<file path="src/rtl/version_pkg.sv">
// version_pkg: build-identification constants and the helpers used to stream them.
//   - Raw version/timestamp constants. The timestamp fields are BCD so they read
//     directly as decimal in a hex dump.
//   - version_info_t / C_VERSION_INFO: the same constants gathered into one struct.
//   - Frame constants and vstream_byte(), which picks frame byte idx.
package version_pkg;

   localparam logic [7:0]  C_VER_MAJOR    = 8'd0;
   localparam logic [7:0]  C_VER_MINOR    = 8'd0;
   localparam logic [7:0]  C_VER_PATCH    = 8'd0;
   localparam logic [7:0]  C_VER_BUILD    = 8'd76;
   localparam logic [15:0] C_BUILD_YEAR   = 16'h2026;
   localparam logic [7:0]  C_BUILD_MONTH  = 8'h01;
   localparam logic [7:0]  C_BUILD_DAY    = 8'h14;
   localparam logic [7:0]  C_BUILD_HOUR   = 8'h11;
   localparam logic [7:0]  C_BUILD_MINUTE = 8'h20;
   localparam logic [7:0]  C_BUILD_SECOND = 8'h43;

   typedef struct packed {
      logic [7:0]  major;
      logic [7:0]  minor;
      logic [7:0]  patch;
      logic [7:0]  build;
      logic [15:0] year;
      logic [7:0]  month;
      logic [7:0]  day;
      logic [7:0]  hour;
      logic [7:0]  minute;
      logic [7:0]  second;
   } version_info_t;

   localparam version_info_t C_VERSION_INFO = '{
      major:  C_VER_MAJOR,
      minor:  C_VER_MINOR,
      patch:  C_VER_PATCH,
      build:  C_VER_BUILD,
      year:   C_BUILD_YEAR,
      month:  C_BUILD_MONTH,
      day:    C_BUILD_DAY,
      hour:   C_BUILD_HOUR,
      minute: C_BUILD_MINUTE,
      second: C_BUILD_SECOND
   };

   localparam logic [7:0] C_VSTREAM_SYNC0 = 8'hA5;
   localparam logic [7:0] C_VSTREAM_SYNC1 = 8'h56;
   localparam int         C_VSTREAM_LEN   = 16;

   typedef enum logic {
      ST_IDLE = 1'b0,
      ST_SEND = 1'b1
   } vstream_state_t;

   // Frame byte at position idx. For the checksum slot, sum must be the
   // wrapped sum of bytes 0..14; the result is its two's complement.
   function automatic logic [7:0] vstream_byte(input version_info_t info,
                                               input logic [3:0]    idx,
                                               input logic [7:0]    sum);
      logic [7:0] b;
      b = 8'h00;
      case (idx)
         4'd0:    b = C_VSTREAM_SYNC0;
         4'd1:    b = C_VSTREAM_SYNC1;
         4'd2:    b = info.major;
         4'd3:    b = info.minor;
         4'd4:    b = info.patch;
         4'd5:    b = info.build;
         4'd6:    b = info.year[15:8];
         4'd7:    b = info.year[7:0];
         4'd8:    b = info.month;
         4'd9:    b = info.day;
         4'd10:   b = info.hour;
         4'd11:   b = info.minute;
         4'd12:   b = info.second;
         4'd15:   b = 8'h00 - sum;
         default: b = 8'h00;
      endcase
      return b;
   endfunction

endpackage

</file>
<file path="src/rtl/version_streamer_interval_tick.sv">
// interval_tick: free-running period counter.
//   clk, rst : clock, asynchronous active-high reset
//   en       : count enable; low clears the count to 0
//   tick     : one-cycle pulse on the last count of each period (PERIOD-1)
module interval_tick #(
   parameter int unsigned PERIOD = 2
) (
   input  logic clk,
   input  logic rst,
   input  logic en,
   output logic tick
);

   localparam int unsigned W = (PERIOD > 1) ? $clog2(PERIOD) : 1;
   localparam logic [W-1:0] LAST = W'(PERIOD - 1);

   logic [W-1:0] count;

   always_ff @(posedge clk or posedge rst) begin
      if (rst) begin
         count <= '0;
      end else if (!en) begin
         count <= '0;
      end else if (count == LAST) begin
         count <= '0;
      end else begin
         count <= count + 1'b1;
      end
   end

   assign tick = en && (count == LAST);

endmodule

</file>
<file path="src/rtl/version_streamer.sv">
// version_streamer: sends the build-identification frame (sync, version,
// timestamp, checksum; 16 bytes) on a byte-wide valid/ready stream.
//   clk, rst     : clock, asynchronous active-high reset
//   start_i      : one-cycle request for a frame
//   auto_en_i    : level enable for periodic frames every AUTO_PERIOD cycles
//   m_data_o     : frame byte
//   m_valid_o    : m_data_o valid
//   m_last_o     : marks the checksum byte (index 15)
//   m_ready_i    : sink ready
//   busy_o       : frame in progress
//   frame_done_o : one-cycle pulse after the checksum byte is accepted
// VERSION_INFO defaults to the package constants; it exists so a different
// identity can be substituted at instantiation.
module version_streamer
   import version_pkg::*;
#(
   parameter int unsigned   AUTO_PERIOD  = 100_000_000,
   parameter version_info_t VERSION_INFO = C_VERSION_INFO
) (
   input  logic       clk,
   input  logic       rst,
   input  logic       start_i,
   input  logic       auto_en_i,
   output logic [7:0] m_data_o,
   output logic       m_valid_o,
   output logic       m_last_o,
   input  logic       m_ready_i,
   output logic       busy_o,
   output logic       frame_done_o
);

   localparam logic [3:0] LAST_IDX = 4'(C_VSTREAM_LEN - 1);

   vstream_state_t state, state_next;
   logic           pending, pending_next;
   logic [3:0]     idx, idx_next;
   logic [7:0]     sum, sum_next;
   logic [7:0]     data_next;
   logic           valid_next, last_next, done_next;
   logic           launch, handshake, tick;

   generate
      if (AUTO_PERIOD != 0) begin : g_timer
         interval_tick #(.PERIOD(AUTO_PERIOD)) u_interval_tick (
            .clk  (clk),
            .rst  (rst),
            .en   (auto_en_i),
            .tick (tick)
         );
      end else begin : g_no_timer
         assign tick = 1'b0;
      end
   endgenerate

   assign handshake = m_valid_o && m_ready_i;
   assign busy_o    = (state == ST_SEND);

   always_comb begin
      state_next = state;
      idx_next   = idx;
      sum_next   = sum;
      data_next  = m_data_o;
      valid_next = m_valid_o;
      last_next  = m_last_o;
      done_next  = 1'b0;
      launch     = 1'b0;
      case (state)
         ST_IDLE: begin
            if (pending) begin
               launch     = 1'b1;
               state_next = ST_SEND;
               idx_next   = 4'd0;
               sum_next   = 8'h00;
               data_next  = vstream_byte(VERSION_INFO, 4'd0, 8'h00);
               valid_next = 1'b1;
               last_next  = 1'b0;
            end
         end
         ST_SEND: begin
            if (handshake) begin
               if (idx == LAST_IDX) begin
                  state_next = ST_IDLE;
                  valid_next = 1'b0;
                  last_next  = 1'b0;
                  done_next  = 1'b1;
               end else begin
                  // The next byte is looked up with the updated sum so the
                  // checksum slot sees bytes 0..14 inclusive.
                  idx_next  = idx + 4'd1;
                  sum_next  = sum + m_data_o;
                  data_next = vstream_byte(VERSION_INFO, idx + 4'd1, sum + m_data_o);
                  last_next = ((idx + 4'd1) == LAST_IDX);
               end
            end
         end
         default: state_next = ST_IDLE;
      endcase
      // A request landing on the launch cycle is kept, so it yields a follow-up frame.
      pending_next = start_i | tick | (pending & ~launch);
   end

   always_ff @(posedge clk or posedge rst) begin
      if (rst) begin
         state        <= ST_IDLE;
         pending      <= 1'b0;
         idx          <= 4'd0;
         sum          <= 8'h00;
         m_data_o     <= 8'h00;
         m_valid_o    <= 1'b0;
         m_last_o     <= 1'b0;
         frame_done_o <= 1'b0;
      end else begin
         state        <= state_next;
         pending      <= pending_next;
         idx          <= idx_next;
         sum          <= sum_next;
         m_data_o     <= data_next;
         m_valid_o    <= valid_next;
         m_last_o     <= last_next;
         frame_done_o <= done_next;
      end
   end

endmodule

</file>
<file path="config.mk">
export PLATFORM = sky130hd
export DESIGN_NAME = version_streamer
export DESIGN_NICKNAME = d
export VERILOG_FILES = /design/src/rtl/version_pkg.sv /design/src/rtl/version_streamer_interval_tick.sv /design/src/rtl/version_streamer.sv
export SDC_FILE = /design/constraint.sdc
export NUM_CORES = 1
export LEC_CHECK = 0
export BUFFER_PORTS_ARGS = -buffer_cell sky130_fd_sc_hd__clkbuf_2
export CORE_UTILIZATION = 45
export CTS_CLUSTER_SIZE = 28
export DETAILED_ROUTE_END_ITERATION = 16
export PLACE_DENSITY_LB_ADDON = 0.08
export SYNTH_ARGS = -nofsm -noshare
export SYNTH_HDL_FRONTEND = slang
export SYNTH_SLANG_ARGS = --single-unit
</file>
<file path="constraint.sdc">
create_clock -name clk -period 2.7 [get_ports clk]
set_input_delay 0.27 -clock clk [delete_from_list [all_inputs] [get_ports clk]]
set_output_delay 0.27 -clock clk [all_outputs]
set_load 0.02 [all_outputs]
</file>
==> results of run 1 <==
==> flip-flops by register name, indices dropped and copies added (netlist names) <==
register	flops
g_timer.u_interval_tick.count	27
m_data_o	8
sum	8
idx	4
busy_o	1
frame_done_o	1
m_last_o	1
m_valid_o	1
pending	1
==> routing by layer <==
layer / track usage / vias to the layer above
met5: 0 / -
met4: 0.04545 / 0
met3: 0.04042 / 4
met2: 0.3607 / 23
met1: 0.2432 / 1163
li1: - / 1264
==> stage by stage <==
stage               std cells  utilization  hold slack [ns]
finish                    465       0.5076           0.1576
detailed placement        456       0.4923           0.3351
CTS                       465       0.5076           0.1518
floorplan                 351            -           0.3817
global route              465       0.5076           0.1580
global placement          456       0.4923           0.3386
==> kinds of logic (layout without fill, tap and decap cells) <==
group | after synthesis | count (layout) | synth area share
AOI/OAI and AO/OA | 64 | 64 | 0.1366
buffers and inverters | 28 | 46 | 0.04355
adders and majority gates | 16 | 16 | 0.06413
DFF | 52 | 52 | 0.4117
and+or+nand+nor | 157 | 157 | 0.2451
xor gates and xnor gates | 34 | 34 | 0.09897
==> cell usage after synthesis, types with 4 or more instances <==
library cell	instances	area [µm²]
a21oi_1	12	60.06
a31oi_1	4	25.02
xnor2_1	10	87.58
ha_1	13	162.7
o31ai_1	4	30.03
nor2_1	48	180.2
dfrtp_1	52	1301
inv_1	13	48.80
o21ai_0	20	100.1
and3_1	7	43.79
nand3_1	28	140.1
xor2_1	23	201.4
nand2_1	36	135.1
clkbuf_1	8	30.03
nand2b_1	6	37.54
==> final cells by class <==
| class | instances | area, µm² |
|---|---|---|
| repair buffers | 25 | 162.7 |
| inverters | 13 | 48.80 |
| multi-input cells | 271 | 1722 |
| flip-flops and latches | 52 | 1301 |
| clock buffers | 5 | 68.82 |
| fillers | 648 | 3346 |
| well taps | 96 | 120.1 |
| clock inverters | 3 | 25.02 |
==> worst max-delay path, delay by kind of cell, from the launching register on <==
kind	cells	cell delay, ns
flip-flops	1	0.41
adder cells (fa/ha/maj)	2	0.71
AO/OA/AOI/OAI	3	0.62
XOR/XNOR	1	0.24
AND/OR/NAND/NOR	2	0.49
==> worst max-delay path by stage <==
stage / end / depth (start not counted)
final: m_data_o[7]$_DFFE_PP0P_ / 8
after global routing: m_data_o[7]$_DFFE_PP0P_ / 8
after CTS: m_data_o[7]$_DFFE_PP0P_ / 8
after detailed placement: m_data_o[7]$_DFFE_PP0P_ / 8
after global placement: m_data_o[7]$_DFFE_PP0P_ / 8
after floorplan: m_data_o[7]$_DFFE_PP0P_ / 8
==> power breakdown <==
group	internal, mW	total [mW]	switching (mW)
Clock	0.190	0.477	0.287
Sequential	0.920	1.07	0.146
Combinational	0.742	1.76	1.02
==> results.json, run 1 <==
{
  "outcome": "complete, no violations",
  "finalCritPeriodShare": 0.9413,
  "drtIter0Drc": 78,
  "synth_flop_cell": "dfrtp_1",
  "cts_sinks": 52,
  "routabilityCongestion": 0.8503,
  "drt_pass1_iterations": 4,
  "power_density_nw_per_um2": 957.4,
  "leakagePower_nw": 1.534,
  "final_cell_mix": "dfrtp_1, nor2_1, nand2_1",
  "cts_resized": 0,
  "routed_via_density": 5.277,
  "io_pins": 17,
  "cts-root-buf": "clkbuf_8",
  "diodes": 0,
  "setup_viol": 0,
  "grt_max_degree": 29,
  "finalPower_mw": 3.301,
  "numCtsBuffers": 5,
  "slew_headroom": 0.5335,
  "clkSlewWorstSetupHoldPaths_ns": 0.10,
  "critPathLaunch": "m_data_o[0]$_DFFE_PP0P_",
  "cts-htree-levels": 2,
  "worst_pin_slew_ns": 0.6983,
  "die_width_um": 85.81,
  "worstHoldPathType": "in -> reg",
  "cts_hold_buf": 1,
  "rr_endpoint": "m_data_o[7]$_DFFE_PP0P_",
  "period_minus_slack_ns": 2.542,
  "cp_common_cell": "a211oi_2",
  "hold_viol_final": 0,
  "io_buffers": 16,
  "rsz0062_at_grt": "false",
  "skew_ns": 0.002976,
  "wl_met1_um": 3084,
  "routed-wl-met3_um": 113,
  "drc": 0,
  "start_kind": "register",
  "yosys_warnings": 0,
  "wl_um": 6687,
  "crit_required_ns": 2.94,
  "critical_path_class": "reg -> reg",
  "layout_setup_ws_ns": 0.1584,
  "start_util": 0.4652,
  "top_layer_used": "met4",
  "holdPathStages": 2,
  "syn_avg_cell_area_um2": 9.004,
  "critPathCaptureType": "register",
  "hold_start": "start_i",
  "synth_cells": 351,
  "critPathSlowestCell": "fa_1",
  "reg2reg_slack_ns": 0.16,
  "num_vias": 2454,
  "tritoncts": "yes",
  "fin_nets": 387,
  "post_cts_buffers": 0,
  "grtUsageTotal": 0.1989,
  "ir_worst_vdd_mv": 0.2858,
  "core_area_um2": 6794,
  "antenna_found_initial": 0,
  "seq_area_frac_synth": 0.4117,
  "postLayoutCellArea_um2": 3448,
  "reg2reg_depth": 8,
  "grt_pass1_vias": 2419,
  "syn_nets": 370,
  "slowest_delay_ns": 0.46,
  "cp_cell_sequence": "ha_1 > fa_1 > a211oi_2 > nor4b_1 > or3b_4 > a211oi_2 > xor3_1 > o22ai_1",
  "ys_ff_latch": 52,
  "placed_area_um2": 3344,
  "grt_pass1_wl_um": 11400,
  "die_h_um": 85.81,
  "max_freq_mhz": 393.5,
  "cap_violations": 0,
  "drive_gt1_frac": 0.1192,
  "rows": 30,
  "final_antenna_net_count": 0,
  "rr_startpoint": "m_data_o[0]$_DFFE_PP0P_",
  "grt_overflow": 0,
  "insertion_delay_ns": 0.31,
  "final_common_cell": "dfrtp_1",
  "drv_slew": 0,
  "ys_async_sr_fraction": 1.000,
  "tns_ns": 0,
  "synth_cell_types": 56,
  "synthToLayoutAreaGrowth_pct": 9.105,
  "wl_per_cell_um": 14.38,
  "clockBufferDepth": 2,
  "met2_wirelength_um": 3438,
  "dp_slack_ns": 0.2005,
  "die_area_um2": 7363,
  "syn_area_um2": 3161,
  "synth_edf_count": 0,
  "worstHoldEndpoint": "pending$_DFF_PP0_",
  "hpwl_um": 5034,
  "cp_max_fo": 4,
  "crit_arrival_ns": 2.78
}
(Power assumes the default switching activity.)
==> inputs of run 2 (changes only) <==
ABC_AREA = 1   (was unset)
==> results.json, run 2 <==
{
  "rr_startpoint": "m_data_o[0]$_DFFE_PP0P_",
  "grt_pass1_wl_um": 12370,
  "syn_nets": 453,
  "largest-register": "g_timer.u_interval_tick.count",
  "fin_util": 0.5160,
  "placed_area_um2": 3450,
  "rr_endpoint": "m_data_o[6]$_DFFE_PP0P_",
  "worstHoldPathType": "in -> reg",
  "final_antenna_net_count": 0,
  "reg2reg_slack_ns": 0.47,
  "rsz0062_at_grt": "false",
  "drt_pass1_iterations": 4,
  "critPathCaptureType": "register",
  "dp.cells": 546,
  "grt_max_degree": 34,
  "postLayoutCellArea_um2": 3545,
  "io_pins": 17,
  "finalCritPeriodShare": 0.8246,
  "synth_edf_count": 0,
  "synth_area_leaders": "dfrtp_1, nand2_1, nor2_1",
  "ys_async_sr_fraction": 1.000,
  "synthTopCellsByCount": "nand2_1, nor2_1, inv_1",
  "routed_via_density": 5.125,
  "syn_avg_cell_area_um2": 7.478,
  "die_width_um": 86.93,
  "routabilityCongestion": 0.9060,
  "crit_arrival_ns": 2.43,
  "cts_sinks": 52,
  "reg2reg_depth": 13,
  "reg_top3": "g_timer.u_interval_tick.count x27, m_data_o x8, sum x8",
  "yosysTopAreaCell": "dfrtp_1",
  "start_util": 0.4725,
  "critical_path_class": "reg -> reg",
  "tns_ns": 0,
  "cp_max_fo": 3,
  "synth_cells": 434,
  "wl_um": 7049,
  "slowest_delay_ns": 0.49,
  "critPathSlowestCell": "fa_1",
  "final_cell_mix": "nand2_1, nor2_1, inv_1",
  "grtUsageTotal": 0.2093,
  "largest_reg_flops": 27,
  "grt_overflow": 0,
  "path_delay_family": "adder cells",
  "die_area_um2": 7556,
  "cap_violations": 0,
  "synth_cell_types": 35,
  "clkSlewWorstSetupHoldPaths_ns": 0.09,
  "synthToLayoutAreaGrowth_pct": 9.214,
  "power_density_nw_per_um2": 892.4,
  "hold_start": "start_i",
  "period_minus_slack_ns": 2.226,
  "drtIter0Drc": 134,
  "drc": 0,
  "final_common_cell": "nand2_1",
  "rows": 30,
  "holdPathStages": 3,
  "die_h_um": 86.93,
  "max_freq_mhz": 449.2,
  "crit_required_ns": 2.90,
  "leakagePower_nw": 1.711,
  "diodes": 0,
  "num_vias": 2839,
  "worst_pin_slew_ns": 0.5666,
  "hpwl_um": 5368,
  "drive_gt1_frac": 0.08952,
  "cp_common_cell": "nand2_1",
  "seq_area_frac_synth": 0.4009,
  "yosysTopAreaCellShare": 0.4009,
  "drv_slew": 0,
  "setup_viol": 0,
  "slew_headroom": 0.6219,
  "skew_ns": 0.004982,
  "cp_cell_sequence": "ha_1 > fa_1 > inv_1 > ha_1 > inv_1 > nor2_1 > nand2_1 > nor2_1 > nand3_1 > nand2_1 > o21bai_1 > nand2_1 > nand2_1",
  "tritoncts": "yes",
  "syn_area_um2": 3246,
  "worstHoldEndpoint": "pending$_DFF_PP0_",
  "wl_per_cell_um": 12.72,
  "grt_pass1_vias": 2740,
  "yosys_warnings": 0,
  "clockBufferDepth": 2,
  "numCtsBuffers": 5,
  "crit_buf_inv": 2,
  "post_cts_buffers": 0,
  "start_kind": "register",
  "hold_viol_final": 0,
  "finalPower_mw": 3.163,
  "outcome": "complete, no violations",
  "insertion_delay_ns": 0.30,
  "antenna_found_initial": 0,
  "io_buffers": 16,
  "final_cell_count_no_fill": 554,
  "ir_worst_vdd_mv": 0.2452,
  "synth.most_common_cell": "nand2_1",
  "cts-root-buf": "clkbuf_8",
  "synth_flop_cell": "dfrtp_1",
  "cts-htree-levels": 2,
  "fin_nets": 477,
  "ys_ff_latch": 52,
  "core_area_um2": 6869
}
run 2: cell count changes after synthesis, sizes merged, moves of 5 or more:
cell / before / now
nand4: 3 / 16
nor3: 4 / 17
nand2: 36 / 105
nand2b: 6 / 0
clkbuf: 11 / 2
inv: 13 / 56
nand3: 28 / 35
xor2: 23 / 8
nor2: 48 / 68
and3: 9 / 0
xnor2: 10 / 5
run 2: cell type report:
type                       count  area (µm²)
multi-input combinational    322        1719
clock buffer                   6       72.57
sequential                    52        1301
inverter                      57       214.0
timing repair buffer          20       112.6
tap                           96       120.1
clock inverter                 1       5.005
fill                         679        3324
run 2: logic make-up (layout without fill, tap and decap cells):
logic type,after synthesis,count (layout),synth area share
AND/OR/NAND/NOR,252,252,0.3558
XOR/XNOR,13,13,0.03740
buffers and inverters,60,84,0.07170
adder cells (fa/ha/maj),14,14,0.05629
AO/OA/AOI/OAI,43,43,0.07788
flip-flops,52,52,0.4009
run 2: layer usage:
| metal | vias up | GRT usage | part of all wire |
|---|---|---|---|
| met5 | - | 0 | 0 |
| met4 | 0 | 0.07121 | 0.010 |
| met3 | 8 | 0.03318 | 0.034 |
| met2 | 55 | 0.3665 | 0.50 |
| met1 | 1312 | 0.2621 | 0.45 |
| li1 | 1464 | - | - |
run 2: per-stage QoR:
| stage | worst slack (ns) | hold slack [ns] |
|---|---|---|
| 3_5_place_dp | 0.2165 | 0.2714 |
| 6_report | 0.4736 | 0.1803 |
| 4_1_cts | 0.1977 | 0.1725 |
| 2_1_floorplan | 0.5081 | 0.3779 |
| 3_3_place_gp | 0.2752 | 0.2687 |
| 5_1_grt | 0.1386 | 0.1826 |
run 2: worst max path at each step:
| stage | start | end | slack [ns] | cells past startpoint |
|---|---|---|---|---|
| after floorplan | m_data_o[0]$_DFFE_PP0P_ | m_data_o[5]$_DFFE_PP0P_ | 0.51 | 12 |
| after global placement | idx[0]$_DFFE_PP0P_ | m_data_o[7]$_DFFE_PP0P_ | 0.28 | 9 |
| after detailed placement | idx[0]$_DFFE_PP0P_ | m_data_o[7]$_DFFE_PP0P_ | 0.22 | 9 |
| after CTS | idx[0]$_DFFE_PP0P_ | m_data_o[7]$_DFFE_PP0P_ | 0.20 | 9 |
| after global routing | m_data_o[0]$_DFFE_PP0P_ | m_data_o[5]$_DFFE_PP0P_ | 0.14 | 12 |
| final | m_data_o[0]$_DFFE_PP0P_ | m_data_o[6]$_DFFE_PP0P_ | 0.47 | 13 |
run 2: tightest hold or removal path, delay by kind of cell:
family	cells	cell delay, ns
buffers and inverters	1	0.08
AOI/OAI and AO/OA	2	0.09
run 2: repair_timing:
action                     CTS  global route
hold endpoints to repair    19             0
hold buffers                 1             0
gates resized for setup      0             2
setup endpoints to repair    0             2
run 2: power by group:
part	leakage, nW	total [mW]	switching, mW	internal (mW)
logic	0.988	1.68	1.10	0.580
clock network	0.0410	0.421	0.244	0.177
registers	0.682	1.07	0.130	0.935
total	1.71	3.16	1.47	1.69
==> inputs of run 3 (changes only) <==
ABC_AREA = 0   (was 1)
clock period = 1.8 ns   (was 2.7 ns; I/O delays follow)
==> results.json, run 3 (same netlist as run 1, synthesis figures left out) <==
{
  "postLayoutCellArea_um2": 4437,
  "grt_pass1_vias": 2702,
  "worstHoldPathType": "in -> reg",
  "period_minus_slack_ns": 2.324,
  "grtUsageTotal": 0.2262,
  "cts-htree-levels": 2,
  "num_vias": 2796,
  "setup_viol": 37,
  "numCtsBuffers": 5,
  "final_antenna_net_count": 0,
  "die_area_um2": 7363,
  "layout_setup_ws_ns": -0.5242,
  "wl_um": 8054,
  "die_width_um": 85.81,
  "grt_pass1_wl_um": 12970,
  "drt_pass1_iterations": 4,
  "grt_busiest_layer": "met2",
  "max_freq_mhz": 430.2,
  "grtUsageMet2": 0.4124,
  "outcome": "complete, but fails checks",
  "grt_max_degree": 37,
  "met3_usage": 0.03176,
  "multi_input_area_um2": 2192,
  "start_kind": "register",
  "leakagePower_nw": 1.878,
  "core_area_um2": 6794,
  "final_common_cell": "buf_4",
  "cap_violations": 0,
  "cp.depth": 9,
  "die_h_um": 85.81,
  "rsz0062_at_grt": "true",
  "critPathCaptureType": "register",
  "slowest_delay_ns": 0.44,
  "power_density_nw_per_um2": 1520,
  "ff_latch_area_um2": 1309,
  "critical_path_class": "reg -> reg",
  "routed_via_density": 5.346,
  "insertion_delay_ns": 0.31,
  "rows": 30,
  "drive_gt1_frac": 0.3958,
  "fin_nets": 445,
  "cts-root-buf": "clkbuf_8",
  "drtIter0Drc": 83,
  "drc": 0,
  "hold_viol_final": 0,
  "final_cell_mix": "buf_4, dfrtp_1, nand2_1",
  "hpwl_um": 5645,
  "fin_util": 0.6530,
  "rr_endpoint": "m_data_o[7]$_DFFE_PP0P_",
  "path_delay_family": "adder cells",
  "dp_slack_ns": -0.5984,
  "skew_ns": 0.01048,
  "placed_area_um2": 3821,
  "io_pins": 17,
  "violations": "setup timing",
  "wl_per_cell_um": 15.40,
  "rr_startpoint": "m_data_o[0]$_DFFE_PP0P_",
  "cp_max_fo": 4,
  "grt_overflow": 0,
  "diodes": 0,
  "ir_worst_vdd_mv": 0.6711,
  "worst_pin_slew_ns": 0.3658,
  "setup.worst_path.end": "m_data_o[7]$_DFFE_PP0P_",
  "crit_buf_inv": 1,
  "cts_sinks": 52,
  "start_util": 0.4652,
  "reg2reg_slack_ns": -0.52,
  "routabilityCongestion": 0.8974,
  "largest-register": "g_timer.u_interval_tick.count",
  "critPathLaunch": "m_data_o[0]$_DFFE_PP0P_",
  "slew_headroom": 0.7558,
  "clkSlewWorstSetupHoldPaths_ns": 0.10,
  "largest_reg_flops": 27,
  "io_buffers": 16,
  "critPathSlowestCell": "dfrtp_2",
  "finalCritPeriodShare": 1.291,
  "tritoncts": "yes",
  "reg_top3": "g_timer.u_interval_tick.count x27, m_data_o x8, sum x8",
  "clockBufferDepth": 2,
  "fill_cells": 555,
  "drv_slew": 0,
  "grt_use_met1": 0.2770,
  "cp_cell_sequence": "ha_4 > fa_2 > buf_4 > xnor2_4 > and3_4 > o221ai_2 > a211oi_2 > xor3_1 > o22ai_2",
  "antenna_found_initial": 0,
  "synthToLayoutAreaGrowth_pct": 40.38,
  "reg2reg_depth": 9,
  "crit_required_ns": 2.05,
  "crit_arrival_ns": 2.57
}
## run 3: cell count changes in the layout (fill, tap and decap cells not counted), moves of 8 or more
cell,change
ha_4,+8
buf_4,+54
nand4_1,-12
ha_1,-9
nand3_1,-8
nor2_4,+15
nor2_1,-40
nand2_1,-71
inv_1,-44
nor3_1,-12
xor2_1,+12
## run 3: how the worst min path moves through the flow
stage            start                                    endpoint  slack, ns  cells past startpoint
2_1_floorplan  start_i                           pending$_DFF_PP0_       0.29                      1
3_3_place_gp       rst  g_timer.u_interval_tick.count[8]$_DFF_PP0_       0.16                      2
3_5_place_dp       rst  g_timer.u_interval_tick.count[8]$_DFF_PP0_       0.16                      2
4_1_cts        start_i                           pending$_DFF_PP0_       0.06                      2
5_1_grt        start_i                           pending$_DFF_PP0_       0.06                      2
6_report       start_i                           pending$_DFF_PP0_       0.06                      2
## run 3: layer usage
layer | vias to the layer above | part of all wire | wire length [µm]
met5 | - | 0 | 0
met2 | 37 | 0.55 | 4400
met1 | 1365 | 0.41 | 3339
met3 | 11 | 0.022 | 178
li1 | 1383 | - | -
met4 | 0 | 0.017 | 136
## run 3: what timing repair did
| action | CTS | global route |
|---|---|---|
| endpoints found under the hold margin | 16 | 0 |
| gates resized for setup | 22 | 64 |
| pin swaps | 13 | 33 |
| cloned | 0 | 3 |
| endpoints found under the setup margin | 37 | 42 |
| buffers inserted | 4 | 3 |
| hold buffers | 1 | 0 |
## run 3: metrics by stage
step | power (mW) | hold WS [ns] | setup TNS, ns | cells
after floorplan | 3.947 | 0.2917 | -2.338 | 351
after global placement | 5.218 | 0.1561 | -3.267 | 504
after detailed placement | 5.261 | 0.1562 | -3.713 | 504
after CTS | 6.457 | 0.05738 | -3.203 | 517
after global routing | 7.243 | 0.06202 | -6.990 | 523
final | 6.743 | 0.06195 | -4.308 | 523
## run 3: cell type report
| class | instances | share of cell area |
|---|---|---|
| clock inverters | 1 | 0.001692 |
| inverters | 13 | 0.01100 |
| multi-input cells | 271 | 0.4941 |
| repair buffers | 83 | 0.1517 |
| flip-flops and latches | 52 | 0.2950 |
| clock buffers | 7 | 0.01946 |
| well taps | 96 | 0.02707 |
## run 3: worst register-to-register path, stage by stage, from the launching register on
cell      delay (ns)
dfrtp_2         0.44
ha_4            0.17
fa_2            0.39
buf_4           0.18
xnor2_4         0.16
and3_4          0.21
o221ai_2        0.11
a211oi_2        0.25
xor3_1          0.26
o22ai_2         0.09
## run 3: where the power goes
| group | switching (mW) | internal, mW | total (mW) | leakage [nW] |
|---|---|---|---|---|
| registers | 0.245 | 1.39 | 1.64 | 0.676 |
| logic | 2.13 | 2.25 | 4.38 | 1.16 |
| clock network | 0.409 | 0.314 | 0.723 | 0.0445 |
| total | 2.79 | 3.96 | 6.74 | 1.88 |
